[config.mk]
export PLATFORM = sky130hd
export DESIGN_NAME = sr_ff_scheduler
export DESIGN_NICKNAME = d
export VERILOG_FILES = /design/src/rtl/sr_ff_scheduler.sv
export SDC_FILE = /design/constraint.sdc
export NUM_CORES = 1
export LEC_CHECK = 0
export CORE_MARGIN = 2
export CORE_UTILIZATION = 45
export DETAILED_ROUTE_END_ITERATION = 8
export HOLD_SLACK_MARGIN = 0.15
export PLACE_DENSITY = 0.84
export SYNTH_ARGS = -nofsm -noshare
export SYNTH_HDL_FRONTEND = slang
export SYNTH_SLANG_ARGS = --single-unit
[constraint.sdc]
create_clock -name CLK -period 2.7 [get_ports CLK]
set_clock_uncertainty 0.05 [all_clocks]
set_input_delay 0.675 -clock CLK [delete_from_list [all_inputs] [get_ports CLK]]
set_output_delay 0.675 -clock CLK [all_outputs]
set_load 0.03 [all_outputs]
[src/rtl/sr_ff_scheduler.sv]
// sr_ff_scheduler: round-robin set/clear scheduler that drives timed active-low
// S/R pulses into a bank of SR status flags and checks the resulting Q.
module sr_ff_scheduler #(
   parameter int N    = 8,
   parameter int HOLD = 1,
   parameter int IW   = (N > 2) ? $clog2(N) : 1
) (
   input  logic          CLK,
   input  logic          RST,
   input  logic          REQ0,
   input  logic          CMD0,
   input  logic [IW-1:0] IDX0,
   output logic          ACK0,
   input  logic          REQ1,
   input  logic          CMD1,
   input  logic [IW-1:0] IDX1,
   output logic          ACK1,
   output logic [N-1:0]  S_N,
   output logic [N-1:0]  R_N,
   input  logic [N-1:0]  Q,
   output logic          BUSY,
   output logic          ERR
);

   typedef enum logic [1:0] {
      ST_IDLE    = 2'd0,
      ST_DRIVE   = 2'd1,
      ST_RELEASE = 2'd2
   } state_t;

   localparam logic [3:0] HOLD_LAST = 4'(HOLD - 1);

   state_t        state_r;
   state_t        state_nxt_s;
   logic          cmd_r;
   logic          gnt_r;
   logic          last_r;
   logic [IW-1:0] idx_r;
   logic [3:0]    hold_cnt_r;

   logic          any_req_s;
   logic          win_s;
   logic          sel_gnt_s;
   logic          sel_cmd_s;
   logic [IW-1:0] sel_idx_s;
   logic [N-1:0]  onehot_s;
   logic          oor_s;
   logic          q_bit_s;

   logic [N-1:0]  s_n_nxt_s;
   logic [N-1:0]  r_n_nxt_s;
   logic          ack0_nxt_s;
   logic          ack1_nxt_s;
   logic          err_nxt_s;
   logic          busy_nxt_s;

   // Round-robin pick; in IDLE the winner's command is used before it is latched
   always_comb begin
      any_req_s = REQ0 | REQ1;
      if (REQ0 && REQ1) begin
         win_s = ~last_r;
      end else if (REQ1) begin
         win_s = 1'b1;
      end else begin
         win_s = 1'b0;
      end
      if (state_r == ST_IDLE) begin
         sel_gnt_s = win_s;
         sel_cmd_s = win_s ? CMD1 : CMD0;
         sel_idx_s = win_s ? IDX1 : IDX0;
      end else begin
         sel_gnt_s = gnt_r;
         sel_cmd_s = cmd_r;
         sel_idx_s = idx_r;
      end
   end

   // Target decode: an out-of-range index matches no flop and so drives nothing
   always_comb begin
      onehot_s = {N{1'b0}};
      for (int i = 0; i < N; i++) begin
         onehot_s[i] = (sel_idx_s == IW'(i));
      end
      oor_s   = ~|onehot_s;
      q_bit_s = |(Q & onehot_s);
   end

   // State register
   always_ff @(posedge CLK) begin
      if (RST) begin
         state_r <= ST_IDLE;
      end else begin
         state_r <= state_nxt_s;
      end
   end

   // Next-state logic
   always_comb begin
      state_nxt_s = state_r;
      case (state_r)
         ST_IDLE: begin
            if (any_req_s) begin
               state_nxt_s = oor_s ? ST_RELEASE : ST_DRIVE;
            end else begin
               state_nxt_s = ST_IDLE;
            end
         end
         ST_DRIVE: begin
            if (hold_cnt_r == HOLD_LAST) begin
               state_nxt_s = ST_RELEASE;
            end else begin
               state_nxt_s = ST_DRIVE;
            end
         end
         ST_RELEASE: state_nxt_s = ST_IDLE;
         default:    state_nxt_s = ST_IDLE;
      endcase
   end

   // Output values for the coming cycle, derived from the state being entered
   always_comb begin
      s_n_nxt_s  = {N{1'b1}};
      r_n_nxt_s  = {N{1'b1}};
      ack0_nxt_s = 1'b0;
      ack1_nxt_s = 1'b0;
      err_nxt_s  = 1'b0;
      busy_nxt_s = (state_nxt_s != ST_IDLE);
      case (state_nxt_s)
         ST_DRIVE: begin
            if (sel_cmd_s) begin
               s_n_nxt_s = ~onehot_s;
            end else begin
               r_n_nxt_s = ~onehot_s;
            end
         end
         ST_RELEASE: begin
            ack0_nxt_s = ~sel_gnt_s;
            ack1_nxt_s = sel_gnt_s;
            err_nxt_s  = oor_s | (q_bit_s != sel_cmd_s);
         end
         default: begin
            s_n_nxt_s = {N{1'b1}};
            r_n_nxt_s = {N{1'b1}};
         end
      endcase
   end

   // Output registers
   always_ff @(posedge CLK) begin
      if (RST) begin
         S_N  <= {N{1'b1}};
         R_N  <= {N{1'b1}};
         ACK0 <= 1'b0;
         ACK1 <= 1'b0;
         ERR  <= 1'b0;
         BUSY <= 1'b0;
      end else begin
         S_N  <= s_n_nxt_s;
         R_N  <= r_n_nxt_s;
         ACK0 <= ack0_nxt_s;
         ACK1 <= ack1_nxt_s;
         ERR  <= err_nxt_s;
         BUSY <= busy_nxt_s;
      end
   end

   // Command latch, round-robin history and pulse-width counter
   always_ff @(posedge CLK) begin
      if (RST) begin
         cmd_r      <= 1'b0;
         idx_r      <= {IW{1'b0}};
         gnt_r      <= 1'b0;
         last_r     <= 1'b1;
         hold_cnt_r <= 4'd0;
      end else begin
         if ((state_r == ST_IDLE) && any_req_s) begin
            cmd_r  <= sel_cmd_s;
            idx_r  <= sel_idx_s;
            gnt_r  <= win_s;
            last_r <= win_s;
         end else begin
            cmd_r  <= cmd_r;
            idx_r  <= idx_r;
            gnt_r  <= gnt_r;
            last_r <= last_r;
         end
         if ((state_r == ST_DRIVE) && (state_nxt_s == ST_DRIVE)) begin
            hold_cnt_r <= hold_cnt_r + 4'd1;
         end else begin
            hold_cnt_r <= 4'd0;
         end
      end
   end

endmodule

==> key figures, run 1 <==
Detailed routing
  – Vias/cell: 5.409
  – Routed length per placed instance: 14.06 um
  – Router iterations before antenna repair: 4
  – Drc violations: 0
  – DR vias: 1271
  – Total Wirelength: 3303 um
  – ANT nets after route: 0
  – Drt initial violations: 29

Synthesis
  – Synthesized Nets: 169
  – Ys async rst share: 0%
  – Syn_area_per_cell: 8.988 um2
  – Mapped Cells: 147
  – Sequential fraction of the synthesis area: 48.48%
  – Post-synth EDFFs: 0
  – Synthesis Warnings: 0
  – Dominant synthesized flop cell: dfxtp_1
  – Synth cell types: 34
  – Post-Syn Area: 1321 um2
  – Synthesized flop and latch total: 32

Setup path
  – CP startpoint kind: primary input
  – R2R Path Start: state_r[1]
  – Cells along the critical path: clkdlybuf4s50_1, a21bo_1, and2_1, o31ai_1, a2111oi_0, o32ai_2, xnor2_1, nor2_1
  – Worst Setup Path Type: in -> reg
  – Crit path max-delay family: compound AO/OA/AOI/OAI gates
  – CP bufs+invs: 1
  – Worst Path Arrival: 2.69 ns
  – Worst Setup End Kind: register
  – Cell at the slowest stage of the critical path: clkdlybuf4s50_1
  – Worst reg2reg setup slack: 0.60 ns
  – CP max FO: 6
  – Worst EP required: 2.88 ns
  – End of the worst register-to-register path: ERR
  – R2R depth: 8
  – CP max stage delay: 0.53 ns

Worst hold path
  – End of the worst hold path: hold_cnt_r[0]
  – HP Class: reg -> reg
  – Hold Path Origin: hold_cnt_r[0]
  – Worst Hold Depth: 1

Clock tree
  – CTS buffer count: 5
  – Setup bufs post-CTS: 0
  – Clock latency on the worst-skew pair: 0.34 ns
  – H-Tree Depth: 2
  – Max Root-Sink Buffers: 2
  – Hold buffers post-CTS: 0
  – Post_cts resized: 0
  – Sink Count: 32
  – CTS root buffer: clkbuf_4
  – CTS tree: done
  – CTS clk-pin slew, worst paths: 0.10 ns

Final layout
  – Antenna Cells: 0
  – Nets: 225
  – Most frequent cells in the layout: 39 x clkdlybuf4s50_1, 32 x dfxtp_1, 26 x nor2_1
  – Fin util: 69.19%
  – Commonest non-fill, non-tap cell in the layout: clkdlybuf4s50_1
  – Layout cells sized above 1: 12.75%
  – Syn-to-layout area delta: 45.64%

Pwr
  – Tot Pwr: 1224 uW
  – Internal Dissipation: 878.9 uW
  – PwrDens: 635.9 nW/um2
  – Clock power frac: 33.9%
  – Leak: 0.0007758 uW
  – Switching Fraction: 28.17%
  – Comb pwr share: 24.3%
  – Sequential share of power: 41.8%
  – Max VDD drop: 0.0005119 V
  – P_sw: 344.7 uW

Timing
  – Tmin final: 2.503 ns
  – Worst rel slew slack: 65.33%
  – Crit share post-route: 92.70%
  – RSZ-0062 raised after global routing: false
  – Achievable frequency: 399.5 MHz
  – Tightest Pin Transition: 0.5070 ns
  – Slew Limit Fails: 0
  – Setup violators final: 0
  – Final Hold Viols: 0

GRT
  – Global-route wire length before repair: 5540 um
  – GRT Overall Usage: 21.79%
  – Vias in the first global route: 1256
  – Initial antenna violation count: 0
  – GRT overflow: 0
  – Pin count of the biggest net entering global routing: 20

Outcome
  – Outcome: finished, final reports clean

Placed design
  – PortBufs: 39
  – GP Congestion: 0.8752
  – HPWL after DPL: 2471 um

Die
  – Die X: 58.19 um
  – Initial core utilization: 47.50%
  – Die Span Y: 58.19 um
  – Die area: 3385 um2
  – Core area: 2781 um2
  – IO Pins: 40
  – Cell Rows: 19

Flow run
  – Max-Cap Viols: 0
-- through the flow --
step	instance area, um2	setup WS (ns)	std cells	hold slack [ns]	setup TNS, ns
after floorplan	1321	0.5387	147	0.3797	0
after global placement	1829	-0.03819	227	0.3912	-0.03819
after detailed placement	1829	-0.1228	227	0.4056	-0.1228
after CTS	1924	0.1961	235	0.4289	0
after global routing	1924	0.04459	235	0.4763	0
final	1924	0.1971	235	0.4286	0
-- power by group through the flow --
stage	Sequential, uW	Clock (uW)	Combinational, uW
after CTS	512	414	294
after global placement	521	0	281
after floorplan	545	0	151
after detailed placement	523	0	290
final	512	415	297
after global routing	514	436	321
-- cells in the mapped netlist (2+ instances only) --
cell | count | area share, %
nor2b_1 | 2 | 0.95
nand2_1 | 23 | 6.5
o2111a_1 | 2 | 1.7
a21o_1 | 3 | 1.7
nor3_1 | 2 | 0.76
a211oi_1 | 5 | 2.8
nand4_1 | 2 | 0.95
o31ai_1 | 3 | 1.7
nand2b_1 | 4 | 1.9
nor2_1 | 26 | 7.4
clkbuf_1 | 2 | 0.57
dfxtp_1 | 32 | 48
mux2i_1 | 3 | 2.3
inv_1 | 6 | 1.7
and2_1 | 4 | 1.9
a2111oi_0 | 2 | 1.3
a21oi_1 | 6 | 2.3
xnor2_1 | 3 | 2.0
ha_1 | 2 | 1.9
-- cells by family (layout without fill, tap and decap cells) --
family	after synthesis	in the layout	share of synthesized area [%]
flops	32	32	48.48
xor+xnor	3	3	1.989
fa+ha+maj	2	2	1.894
simple gates	66	66	21.78
buf+inv	9	66	3.125
compound gates	31	31	18.75
mux	4	4	3.977
-- state kept, by name, summed over array words and instances (netlist names) --
signal,count
state_r,2
cmd_r,1
last_r,1
ACK0,1
BUSY,1
ACK1,1
idx_r,3
R_N,8
hold_cnt_r,4
gnt_r,1
S_N,8
ERR,1
-- layer usage --
| metal | routed length (um) | GRT usage (%) |
|---|---|---|
| met2 | 1678 | 37.66 |
| met5 | 0 | 0 |
| met3 | 154 | 5.804 |
| met1 | 1387 | 24.48 |
| met4 | 83 | 11.30 |
-- cell type report --
type	count	area [um2]
Timing Repair Buffer	52	488.0
Inverter	6	22.52
Sequential cell	32	640.6
Clock inverter	1	30.03
Fill cell	221	857.1
Clock buffer	7	65.06
Multi-Input combinational cell	106	639.4
Tap cell	31	38.79
-- worst max-delay path by stage --
| stage | startpoint | to | slack [ns] | depth (start not counted) |
|---|---|---|---|---|
| after floorplan | REQ1 | ERR | 0.54 | 8 |
| after global placement | REQ0 | ERR | -0.04 | 8 |
| after detailed placement | REQ0 | ERR | -0.12 | 8 |
| after CTS | REQ0 | ERR | 0.20 | 8 |
| after global routing | REQ1 | ERR | 0.04 | 8 |
| final | REQ0 | ERR | 0.20 | 8 |
Power figures use the tool's default switching activity.
==> inputs of run 2 (changes only) <==
==> constraint.sdc (replaced) <==
create_clock -name CLK -period 2.7 [get_ports CLK]
set_clock_uncertainty 0.05 [all_clocks]
set_input_delay 0.54 -clock CLK [delete_from_list [all_inputs] [get_ports CLK]]
set_output_delay 0.54 -clock CLK [all_outputs]
set_load 0.03 [all_outputs]
==> key figures, run 2 (same netlist as run 1, synthesis figures left out) <==
Worst hold path
  – Worst Hold Depth: 1
  – HP Class: reg -> reg

Timing
  – Setup violators final: 0
  – Slew Limit Fails: 0
  – Final Hold Viols: 0
  – Worst rel slew slack: 60.59%
  – Tmin final: 2.460 ns
  – Achievable frequency: 406.5 MHz
  – Crit share post-route: 91.12%
  – RSZ-0062 raised after global routing: false
  – Tightest Pin Transition: 0.5889 ns

Pwr
  – Internal Dissipation: 751.9 uW
  – Clock power frac: 25.8%
  – Comb pwr share: 26.7%
  – Leak: 0.0007478 uW
  – P_sw: 325.1 uW
  – PwrDens: 576.5 nW/um2
  – Switching Fraction: 30.18%
  – Max VDD drop: 0.0005379 V
  – Sequential share of power: 47.5%

Detailed routing
  – ANT nets after route: 0
  – Drt initial violations: 42
  – Vias/cell: 5.392
  – Drc violations: 0
  – DR vias: 1251
  – Router iterations before antenna repair: 4
  – Total Wirelength: 3127 um
  – Routed length per placed instance: 13.48 um

Clock tree
  – Max Root-Sink Buffers: 2
  – CTS buffer count: 5
  – Post_cts resized: 0
  – Clock latency on the worst-skew pair: 0.31 ns
  – H-Tree Depth: 2
  – CTS tree: done
  – Sink Count: 32
  – CTS clk-pin slew, worst paths: 0.09 ns
  – Hold buffers post-CTS: 0
  – CTS root buffer: clkbuf_4
  – Setup bufs post-CTS: 0

Final layout
  – Fin util: 67.16%
  – Antenna Cells: 0
  – Nets: 222
  – Most frequent cells in the layout: 39 x clkdlybuf4s50_1, 32 x dfxtp_1, 26 x nor2_1
  – Regs by FF count: R_N (8), S_N (8), hold_cnt_r (4)
  – Commonest non-fill, non-tap cell in the layout: clkdlybuf4s50_1
  – Final Instance Area: 1868 um2
  – Layout cells sized above 1: 11.44%
  – Syn-to-layout area delta: 41.38%

Setup path
  – Worst EP required: 2.86 ns
  – End of the worst register-to-register path: ERR
  – Worst Path Arrival: 2.62 ns
  – R2R depth: 8
  – R2R Path Start: state_r[1]
  – Setup crit end: ERR
  – CP max FO: 6
  – Worst Setup End Kind: register
  – Worst Setup Path Type: in -> reg
  – Worst reg2reg setup slack: 0.45 ns
  – CP startpoint kind: primary input
  – Critical Path Source: REQ0

Placed design
  – GP Congestion: 0.8216
  – Area post-placement: 1807 um2
  – PortBufs: 39
  – HPWL after DPL: 2472 um

GRT
  – Initial antenna violation count: 0
  – Pin count of the biggest net entering global routing: 11
  – Vias in the first global route: 1230
  – Global-route wire length before repair: 5278 um
  – GRT Overall Usage: 20.53%
  – GRT overflow: 0

Outcome
  – Outcome: finished, final reports clean

Die
  – Die X: 58.19 um
  – Die area: 3385 um2
  – Cell Rows: 19
  – IO Pins: 40
  – Die Span Y: 58.19 um
  – Initial core utilization: 47.50%
  – Core area: 2781 um2

Flow run
  – Max-Cap Viols: 0
## run 2: how the worst min path moves through the flow
stage / start / endpoint / slack [ns]
after floorplan: hold_cnt_r[0] / hold_cnt_r[0] / 0.38
after global placement: hold_cnt_r[0] / hold_cnt_r[0] / 0.39
after detailed placement: hold_cnt_r[0] / hold_cnt_r[0] / 0.41
after CTS: hold_cnt_r[0] / hold_cnt_r[0] / 0.43
after global routing: hold_cnt_r[0] / hold_cnt_r[0] / 0.48
final: hold_cnt_r[0] / hold_cnt_r[0] / 0.43
## run 2: critical path: stages
cell and delay, ns:
clkdlybuf4s50_1 0.54, a21bo_1 0.30, and2_1 0.27, o31ai_1 0.10, a2111oi_0 0.53, o32ai_2 0.14, xnor2_1 0.15, nor2_1 0.05
## run 2: cell type report
class / instances / area [um2]
Fill cell: 221 / 913.4
Sequential cell: 32 / 640.6
Multi-Input combinational cell: 106 / 639.4
Timing Repair Buffer: 49 / 465.4
Clock buffer: 6 / 51.30
Tap cell: 31 / 38.79
Inverter: 6 / 22.52
Clock inverter: 2 / 10.01
## run 2: routing by layer
layer | vias to the layer above | share of wire [%] | track usage (%)
met3 | 2 | 5.9 | 6.473
met5 | - | 0 | 0
met2 | 42 | 52 | 36.04
met4 | 0 | 0.51 | 6.645
met1 | 593 | 41 | 23.64
li1 | 614 | - | -
## run 2: power groups by stage
stage	clock (uW)	sequential, uW	combinational, uW
2_1_floorplan	0	545	151
3_3_place_gp	0	521	276
3_5_place_dp	0	522	283
4_1_cts	282	511	285
5_1_grt	302	514	313
6_report	278	511	287
## run 2: per-stage QoR
| step | setup WS [ns] | instances | hold WS [ns] | TNS (ns) | power [uW] |
|---|---|---|---|---|---|
| after floorplan | 0.6737 | 147 | 0.3797 | 0 | 695.8 |
| after global placement | 0.04871 | 224 | 0.3912 | 0 | 796.8 |
| after detailed placement | -0.07031 | 224 | 0.4123 | -0.07031 | 805.8 |
| after CTS | 0.2638 | 232 | 0.4346 | 0 | 1078 |
| after global routing | 0.1532 | 232 | 0.4772 | 0 | 1130 |
| final | 0.2399 | 232 | 0.4275 | 0 | 1077 |
==> RTL change 1 (config.mk and constraints of run 2) <==
Remove the register `ERR`: a continuous assignment takes its place, so the output `ERR` follows one clock earlier.
--- a/src/rtl/sr_ff_scheduler.sv
+++ b/src/rtl/sr_ff_scheduler.sv
@@ -153,5 +153,4 @@
          ACK0 <= 1'b0;
          ACK1 <= 1'b0;
-         ERR  <= 1'b0;
          BUSY <= 1'b0;
       end else begin
@@ -160,8 +159,9 @@
          ACK0 <= ack0_nxt_s;
          ACK1 <= ack1_nxt_s;
-         ERR  <= err_nxt_s;
          BUSY <= busy_nxt_s;
       end
    end
+
+   assign ERR = err_nxt_s;
 
    // Command latch, round-robin history and pulse-width counter
Formal check against the unedited RTL: not equivalent (a bounded check fails within 4 cycles, from zero or initial values and one cycle with RST high).
==> RTL change 1 against run 2 <==
The flow now finishes with violations (design-rule violations, negative setup slack); non-clock buffer count increased by 7; area after synthesis increased by 2.2%; maximum frequency decreased by 12%; routed wire length decreased by 3.3%; final cell count decreased by 1.3%; sequential cell count decreased by 1; total power increased by 3.6%; worst setup slack got worse by 0.35 ns; design area increased by 5.4%.
==> RTL change 1: results (changes against run 2) <==
- From synthesis to final layout, the design area changed by 45.9%.
- Most area-consuming cells after synthesis: sky130_fd_sc_hd__dfxtp_1, sky130_fd_sc_hd__nand2_1, sky130_fd_sc_hd__nor2_1
- Setup-failing EPs final: 1 (+1)
- Leakage: 0.773 nW (+3.4%)
- The worst hold path begins at cmd_r$_SDFFE_PP0P_.
* Hold worst-path end: cmd_r$_SDFFE_PP0P_
* Worst slew margin: 69.6% (+9.0 points)
- Number of flip-flops and latches in the synthesized netlist: 31 (-3.1%)
- In the synthesized netlist, the cells that appear most often are sky130_fd_sc_hd__dfxtp_1, sky130_fd_sc_hd__nand2_1, sky130_fd_sc_hd__nor2_1, sky130_fd_sc_hd__a22o_1, sky130_fd_sc_hd__a21oi_1.
- Metal1 wirelength: 1210 µm (-5.5%)
- Fraction of met3 tracks used by global routing: 4.62% (-1.9 points)
- The die width came to 58.8 µm (+1.0%).
- Proportion of power drawn by flip-flops and latches: 44.6% (-2.9 points)
* Routed length on met2: 1550 µm (-5.6%)
- Final non-filler cell total: 229 (-1.3%)
- Cell with the largest stage delay on the worst path: sky130_fd_sc_hd__o32ai_2
- The arrival time of the worst setup path came to 2.22 ns (-0.40 ns).
- The share of final layout cell area taken by clock buffers and inverters was 2.86% (-0.42 points).
- Flip-flop and latch share of the layout cell area: 32.1% (-2.2 points)
- The total vias in the final route is 1220 (-2.5%).
- The HPWL after detailed placement is 2360 µm (-4.3%).
- Fraction of layout cells with a size suffix above 1: 26.8% (+15 points)
* Inverters: 4 (-2)
* Area after DPL: 0.00186 mm² (+2.9%)
* DRT Wirelength: 3020 µm (-3.3%)
- The violation count after the first detailed-route iteration is 23 (-45%).
- The post-synthesis net count was 160 (-5.3%).
* Number of buffers and inverters on the critical path: 2 (+1)
* Total met3 wirelength after detailed routing: 210 µm (+14%)
- Internal power consumption: 0.000775 W (+3.1%)
* Wire length of the first global-routing pass: 4940 µm (-6.4%)
- The power density over cell area was 567 mW/mm² (-1.7%).
- The most critical setup path has its endpoint at ERR.
- Met1 Usage GRT: 21.5% (-2.1 points)
- Setup WS post-layout: -0.108 ns (-0.348 ns)
- Sequential area share after synthesis: 46.0% (-2.5 points)
- The placer's final routability congestion estimate was 0.841 (+2.4%).
* Number of detailed-routing iterations run before antenna repair: 6 (+2)
- The peak supply drop came to 0.328 mV (-39%).
- The checks that failed: design-rule violations, negative setup slack.
- Worst-path maximum fanout: 5 (-1)
- Endpoint of the lowest-slack register-to-register path: R_N[6]$_SDFF_PP1_
- The flow ran to the end, but the final reports show violations.
* Non-clock buffers, area share: 25.5% (+0.62 points)
- The number of filler instances in the final layout is 226 (+2.3%).
- The worst hold slack across all endpoints was 0.421 ns (-0.00617 ns).
- The number of cells in the design after placement came to 219 (-2.2%).
- The DRC violation count after routing was 3 (+3).
* Gr usage total: 18.7% (-1.9 points)
- The unique cell type count in the Yosys netlist is 42 (+24%).
* Clock network power consumption: 0.000265 W (-5%)
RTL change 1: per-stage QoR:
step / setup slack, ns / setup TNS, ns
finish: -0.108 / -0.108
global placement: -0.541 / -0.911
detailed placement: -0.586 / -1.35
global route: -0.201 / -0.201
CTS: -0.157 / -0.157
floorplan: 0.00162 / 0
RTL change 1: cells by family (layout without fill, tap and decap cells):
group | count (synthesis) | in the layout | synth area share, %
buf+inv | 7 | 67 | 3.06
flops | 31 | 31 | 46.0
xor+xnor | 2 | 2 | 1.30
simple gates | 59 | 59 | 21.6
compound gates | 31 | 31 | 20.4
fa+ha+maj | 2 | 2 | 1.85
mux | 6 | 6 | 5.84
RTL change 1: worst register-to-register path: cells and delay by family (launching register included):
family | cells | cell delay (ns)
compound gates | 1 | 0.25
buf+inv | 2 | 0.29
simple gates | 3 | 0.39
mux | 2 | 0.58
flops | 1 | 0.37
RTL change 1: what timing repair did:
action,CTS,global route
resized for setup,20,4
endpoints found under the setup margin,1,1
pin swaps,8,6
setup buffers,2,1
==> RTL change 2 (config.mk and constraints of run 2) <==
Made on the original files. Set the parameter `N` to 16 (it was 8).
--- a/src/rtl/sr_ff_scheduler.sv
+++ b/src/rtl/sr_ff_scheduler.sv
@@ -2,5 +2,5 @@
 // S/R pulses into a bank of SR status flags and checks the resulting Q.
 module sr_ff_scheduler #(
-   parameter int N    = 8,
+   parameter int N    = 16,
    parameter int HOLD = 1,
    parameter int IW   = (N > 2) ? $clog2(N) : 1
Ports: changed (5 resized); port bits go from 40 to 66. No check against the original RTL was run, so the function may have changed too.
==> RTL change 2 against run 2 <==
Die area rose by 41%; total power rose by 61%; core utilization rose by 4.7 points; area after synthesis rose by 44%; clock power rose by 88%; hold slack improved by 0.0058 ns; design area rose by 55%; global-route usage fell by 0.56 points; worst setup slack got worse by 0.11 ns; sequential cell count rose by 17; routed wire length rose by 51%; critical endpoint unchanged; highest routed layer unchanged.
==> RTL change 2: results (changes against run 2) <==
* Run status: completed
- The number of filler instances in the final layout is 313 (+42%).
* Routability-driven placement congestion ratio: 0.912 (+11%)
- Setup slack of the worst register-to-register path: 0.38 ns (-0.07 ns)
- The largest registers in the layout are R_N (16), S_N (16).
* Most area-consuming cells after synthesis: sky130_fd_sc_hd__dfxtp_1, sky130_fd_sc_hd__nand2_1, sky130_fd_sc_hd__nor2_1
- Area after DPL: 0.00278 mm² (+54%)
* CP peak stage delay: 0.57 ns (+0.03 ns)
* Net count after synthesis: 243 (+44%)
- Fin nets: 336 (+51%)
- Via density per instance: 5.05 (-6.4%)
- The unique cell type count in the Yosys netlist is 44 (+29%).
- Root buffer cell: sky130_fd_sc_hd__clkbuf_8
- The peak supply drop came to 0.414 mV (-23%).
- The worst register-to-register path begins at state_r[0]$_SDFF_PP0_.
* Number of DRC markers in iteration 0: 49 (+17%)
* Worst-path maximum fanout: 5 (-1)
- Number of buffer cells added on primary ports: 65 (+67%)
* Wire length of the first global-routing pass: 7780 µm (+47%)
* Arrival time at the worst endpoint: 2.75 ns (+0.13 ns)
- The static leakage was 1.15 nW (+54%).
- Fraction of layout cells with a size suffix above 1: 16.4% (+5.0 points)
- The sequential element share of the synthesized area was 51.4% (+2.9 points).
* DRT Wirelength: 4710 µm (+51%)
- Most frequent cells after synthesis: sky130_fd_sc_hd__dfxtp_1, sky130_fd_sc_hd__nand2_1, sky130_fd_sc_hd__nor2_1, sky130_fd_sc_hd__nor3_1, sky130_fd_sc_hd__a21oi_1
## RTL change 2: through the flow
step                hold WS (ns)  std cells  setup WS [ns]
floorplan                  0.380        211          0.359
global placement           0.399        347         -0.121
detailed placement         0.414        347         -0.172
CTS                        0.436        355          0.154
global route               0.459        355         0.0143
finish                     0.433        355          0.131
## RTL change 2: cell type report
| type | instances | area (µm²) | area share (%) |
|---|---|---|---|
| Tap cell | 50 | 62.6 | 2.16 |
| Inverter | 7 | 26.3 | 0.908 |
| Clock inverter | 3 | 43.8 | 1.51 |
| Sequential cell | 49 | 981 | 33.9 |
| Timing Repair Buffer | 90 | 838 | 29.0 |
| Multi-Input combinational cell | 151 | 873 | 30.2 |
| Clock buffer | 5 | 68.8 | 2.38 |
## RTL change 2: logic make-up (layout without fill, tap and decap cells)
group | count (synthesis) | count (layout) | synth area share (%)
fa+ha+maj | 2 | 2 | 1.31
simple gates | 111 | 111 | 27.0
mux | 4 | 4 | 2.56
flops | 49 | 49 | 51.4
compound gates | 32 | 32 | 14.0
xor+xnor | 2 | 2 | 0.918
buf+inv | 11 | 105 | 2.82
## RTL change 2: critical path: cells and delay by family
kind	cells	cell delay (ns)
and+or+nand+nor	3	0.59
buffers and inverters	2	0.73
AOI/OAI and AO/OA	5	0.88
## RTL change 2: routing by layer
| metal | track usage, % | wire length, µm | vias up |
|---|---|---|---|
| met2 | 35.7 | 2340 | 64 |
| met5 | 0 | 0 | - |
| met1 | 22.5 | 2000 | 817 |
| met3 | 5.12 | 260 | 12 |
| li1 | - | - | 898 |
| met4 | 8.06 | 105 | 0 |
## RTL change 2: report_power, final
group | switching, W | internal [W] | leakage [nW]
clock | 0.000245 | 0.000278 | 0.0585
sequential | 0.0000149 | 0.000748 | 0.399
combinational | 0.000232 | 0.000215 | 0.691
total | 0.000492 | 0.00124 | 1.15
